### src/rtl/instr_fetch_buffer.sv
// rtl/instr_fetch_buffer.sv - instruction fetch stage: PC-to-memory request, in-order response matching, decode buffer
module instr_fetch_buffer #(
    parameter int DEPTH = 4,
    parameter int AW    = 32
) (
    input  logic          clk,
    input  logic          FetchReset,
    input  logic [AW-1:0] PCOut,
    input  logic          Redirect,
    output logic          MemReqValid,
    output logic [AW-1:0] MemReqAddr,
    input  logic          MemReqReady,
    input  logic          MemRespValid,
    input  logic [31:0]   MemRespData,
    output logic          InstrValid,
    output logic [31:0]   Instr,
    output logic [AW-1:0] InstrPC,
    input  logic          InstrReady,
    output logic          PCHold
);

    localparam int PW = $clog2(DEPTH);
    localparam int CW = PW + 1;
    localparam logic [CW:0]   L_DEPTH = DEPTH[CW:0];
    localparam logic [PW-1:0] PTR_ONE = {{(PW-1){1'b0}}, 1'b1};

    // Entry storage; pc/data need no reset because filled/count gate their use.
    logic [AW-1:0]    r_pc   [DEPTH];
    logic [31:0]      r_data [DEPTH];
    logic [DEPTH-1:0] r_filled;

    logic [PW-1:0] r_head;
    logic [PW-1:0] r_fill;
    logic [PW-1:0] r_tail;
    logic [CW-1:0] r_count;   // allocated entries
    logic [CW-1:0] r_pend;    // allocated entries still waiting for their response
    logic [CW-1:0] r_drop;    // in-flight responses belonging to flushed requests

    logic w_active;
    logic w_credit_ok;
    logic w_alloc;
    logic w_resp_drop;
    logic w_resp_fill;
    logic w_resp_any;
    logic w_deq;

    // Outstanding requests (live + flushed) never exceed DEPTH, so a response always has a home.
    assign w_active    = !FetchReset && !Redirect;
    assign w_credit_ok = ({1'b0, r_count} + {1'b0, r_drop}) < L_DEPTH;
    assign MemReqValid = w_active && w_credit_ok;
    assign MemReqAddr  = PCOut;
    assign w_alloc     = MemReqValid && MemReqReady;
    assign PCHold      = w_active && !w_alloc;

    // Flushed responses are consumed first; a response with nothing to fill is ignored.
    assign w_resp_drop = MemRespValid && (r_drop != '0);
    assign w_resp_fill = MemRespValid && (r_drop == '0) && (r_pend != '0);
    assign w_resp_any  = w_resp_drop || w_resp_fill;

    assign InstrValid = w_active && (r_count != '0) && r_filled[r_head];
    assign Instr      = r_data[r_head];
    assign InstrPC    = r_pc[r_head];
    assign w_deq      = InstrValid && InstrReady;

    // Buffer bookkeeping: reset, flush, or concurrent allocate/fill/dequeue.
    always_ff @(posedge clk) begin
        if (FetchReset) begin
            r_head   <= '0;
            r_fill   <= '0;
            r_tail   <= '0;
            r_count  <= '0;
            r_pend   <= '0;
            r_drop   <= '0;
            r_filled <= '0;
        end else if (Redirect) begin
            // Unfilled entries become drops; this cycle's response is accounted before the flush.
            r_head   <= '0;
            r_fill   <= '0;
            r_tail   <= '0;
            r_count  <= '0;
            r_pend   <= '0;
            r_filled <= '0;
            r_drop   <= r_drop + r_pend - {{(CW-1){1'b0}}, w_resp_any};
        end else begin
            if (w_alloc) begin
                r_pc[r_tail]     <= PCOut;
                r_filled[r_tail] <= 1'b0;
                r_tail           <= r_tail + PTR_ONE;
            end
            if (w_resp_fill) begin
                r_data[r_fill]   <= MemRespData;
                r_filled[r_fill] <= 1'b1;
                r_fill           <= r_fill + PTR_ONE;
            end
            if (w_deq) begin
                r_filled[r_head] <= 1'b0;
                r_head           <= r_head + PTR_ONE;
            end
            r_count <= r_count + {{(CW-1){1'b0}}, w_alloc} - {{(CW-1){1'b0}}, w_deq};
            r_pend  <= r_pend + {{(CW-1){1'b0}}, w_alloc} - {{(CW-1){1'b0}}, w_resp_fill};
            r_drop  <= r_drop - {{(CW-1){1'b0}}, w_resp_drop};
        end
    end

endmodule

### config.mk
export PLATFORM = sky130hd
export DESIGN_NAME = instr_fetch_buffer
export DESIGN_NICKNAME = d
export VERILOG_FILES = /design/src/rtl/instr_fetch_buffer.sv
export SDC_FILE = /design/constraint.sdc
export NUM_CORES = 1
export LEC_CHECK = 0
export BUFFER_PORTS_ARGS = -buffer_cell sky130_fd_sc_hd__buf_2
export CORE_MARGIN = 2
export CORE_UTILIZATION = 45
export DETAILED_ROUTE_END_ITERATION = 6
export PLACE_DENSITY = 0.63
export SYNTH_ARGS = -nofsm -noshare
export SYNTH_HDL_FRONTEND = slang
export SYNTH_SLANG_ARGS = --single-unit
### constraint.sdc
create_clock -name clk -period 5.65 [get_ports clk]
set_clock_uncertainty 0.05 [all_clocks]
set_input_delay 1.13 -clock clk [delete_from_list [all_inputs] [get_ports clk]]
set_output_delay 1.13 -clock clk [all_outputs]
set_load 0.01 [all_outputs]
==> metrics.yaml <==
layout:
  nets: 774
  drive_above_1_share: 0.416
  diodes: 0
  syn_to_final_growth_pct: 16.8
  final_area_mm2: 0.0127
floorplanning:
  io_pins: 169
  die_x_um: 160
  coreArea_mm2: 0.0236
  initial_core_util: 0.461
  fp.dieH_um: 160
  die_area_mm2: 0.0255
  num_rows: 56
critical_path:
  arrival_ns: 2.58
  critPathRequiredTime_ns: 4.47
  cpMaxStageDelayCell: "dfxtp_4"
  cp-end-kind: "primary output"
  ff2ff_path_depth: 12
  path_cells: "buf_4 > mux4_2 > buf_2"
  r2r_start: "r_drop[2]$_SDFF_PP0_"
  critPathBufInv: 2
  crit_fanout: 33
  r2r-end: "r_count[2]$_SDFF_PP0_"
  start_kind: "register"
  path_class: "register to primary output"
  rrSetupSlack_ns: 2.61
  critical-path-top-delay-family: "flip-flops"
  cp_slowest_stage_delay_ns: 0.82
timing:
  fmax_ghz: 0.266
  hold_viol_final: 0
  rsz0062_at_grt: "false"
  slew_violations: 0
  tightest_slew_ns: 1.09
  finalSetupTns_ns: 0
  relSlewSlack: 0.270
  finalSetupViolations: 0
  min_period_ns: 3.76
  worst_slack_ns: 1.89
  layout_worst_path_cycle_share: 0.666
synthesis:
  syn_nets: 624
  avgSynthCellArea_um2: 20.6
  ys_warn_count: 0
  synth.cell_area_mm2: 0.0109
  synth_ff_type: "edfxtp_1"
  synth.distinct_cells: 38
  synthCells: 528
  yosysMostFrequentCell: "edfxtp_1"
  synth_area_leaders: "edfxtp_1 (71%), mux4_2 (13%), dfxtp_1 (3.9%), ha_1 (2.6%), buf_4 (2.2%)"
  synth-seq-cells: 277
  synthTopCellsByCount: "edfxtp_1 (256), mux4_2 (65), buf_4 (32), ha_1 (23), inv_1 (22)"
  async_flop_share: 0
  synth_area_leader_cell: "edfxtp_1"
  synth_top_cell_area_share: 0.706
  synth_edf_count: 256
  ys_seq_area_frac: 0.744
grt:
  antenna_found_initial: 0
  grt_usage: 0.158
  grt.overflow.total: 0
  use_met3: 0.0289
  grt_max_degree: 65
  met1_usage: 0.203
  busiest_layer: "met2"
  first_global_vias: 5783
  met2_usage: 0.279
  grt_pass1_wl_mm: 31.8
clock_network:
  h-tree-depth: 1
  clk_latency_ns: 0.52
  clock_sinks: 277
  clkTransAtPathRegs_ns: 0.07
  cts_tree: "built"
  numCtsBuffers: 28
  clock_path_buffers: 3
  cts_resized: 0
  ctsHoldBuffers: 0
  post_cts_buffers: 0
  clock_tree.root_cell: "clkbuf_16"
power_and_ir_drop:
  power_density_mw_per_mm2: 332
  leakage_nw: 4.36
  ir_drop_mv: 0.216
hold_path:
  hold_depth: 2
  hold_class: "register to register"
  holdCritStartpoint: "r_filled[2]$_SDFF_PP0_"
  min_delay_worst_endpoint: "r_filled[2]$_SDFF_PP0_"
flow_run:
  max_cap_viol_count: 0
drt:
  ant_nets: 0
  vias_per_cell: 5.25
  post-route-drc-count: 0
  routedWlPerCell_um: 19.6
  first_pass_iters: 4
  vias: 5350
  wl_mm: 19.9
  drt_first_iter_violations: 363
place:
  place.gp.congestion: 0.800
  pre_cts_slack_ns: 2.00
  dp_hpwl_mm: 12.0
  io_buffers: 168
  place_area_mm2: 0.0119
run_status:
  status: "finished, final reports clean"
==> cells by family (layout without fill, tap and decap cells) <==
logic type               after synthesis  count (layout)  share of synthesized area
multiplexers                          67              67                      0.136
AND/OR/NAND/NOR                       48              48                     0.0247
adder cells (fa/ha/maj)               26              26                     0.0319
buffers and inverters                 75             247                     0.0386
flip-flops                           277             277                      0.744
AO/OA/AOI/OAI                         31              31                     0.0198
XOR/XNOR                               4               4                    0.00448
==> cells in the final DEF (no fill, tap or decap), types with 7 or more instances in the layout <==
cell type / instances
dfxtp_1: 19
a21oi_1: 9
clkbuf_16: 29
buf_2: 168
edfxtp_1: 256
clkinv_1: 10
inv_1: 22
nor2_1: 13
nand3_1: 7
clkinv_2: 7
ha_1: 23
mux4_2: 65
==> layout make-up <==
cell class	instances	area [um^2]
tap	319	399
clock inverter	20	120
inverter	22	82.6
clock buffer	32	737
multi-input combinational	176	2390
fill	1883	10900
timing repair buffer	173	878
sequential	277	8120
==> sequential cells by signal (all words and copies together) (netlist names), named ones only <==
| register | cells |
|---|---|
| r_count | 3 |
| r_pc | 128 |
| r_head | 2 |
| r_filled | 4 |
| r_fill | 2 |
| r_drop | 3 |
| r_pend | 3 |
| r_tail | 2 |
| r_data | 128 |
==> per-stage QoR <==
stage | hold slack [ns] | util | total power [mW] | std cells
finish | 0.462 | 0.539 | 4.22 | 1019
CTS | 0.461 | 0.539 | 4.28 | 1019
global placement | 0.449 | 0.503 | 2.55 | 967
floorplan | 0.421 | - | 2.47 | 528
global route | 0.491 | 0.539 | 4.39 | 1019
detailed placement | 0.452 | 0.503 | 2.56 | 967
==> tightest hold or removal path, stage by stage, from the launching register on <==
cell      delay (ns)
dfxtp_1         0.33
o31ai_1         0.06
a221oi_1        0.07
==> how the worst max path moves through the flow <==
stage                     from                     to  slack (ns)  cells after the start
floorplan           FetchReset   r_pc[0][0]$_DFFE_PP_        1.00                      4
global placement      Redirect  r_count[2]$_SDFF_PP0_        2.08                     12
detailed placement    Redirect  r_count[2]$_SDFF_PP0_        2.00                     12
CTS                   register              Instr[26]        1.75                      3
global route          register              Instr[24]        1.65                      3
finish                register               Instr[1]        1.89                      3
==> layer usage <==
metal,vias up,wire (um)
met1,2777,8270
li1,2415,-
met3,27,976
met2,131,10400
met4,0,329
met5,-,0
==> where the power goes <==
part | switching (mW) | internal (mW) | leakage (nW)
Combinational | 0.136 | 0.105 | 1.46
Clock | 0.730 | 0.976 | 0.426
Sequential | 0.0146 | 2.26 | 2.48
No activity file was read; power rests on OpenSTA's default activity.
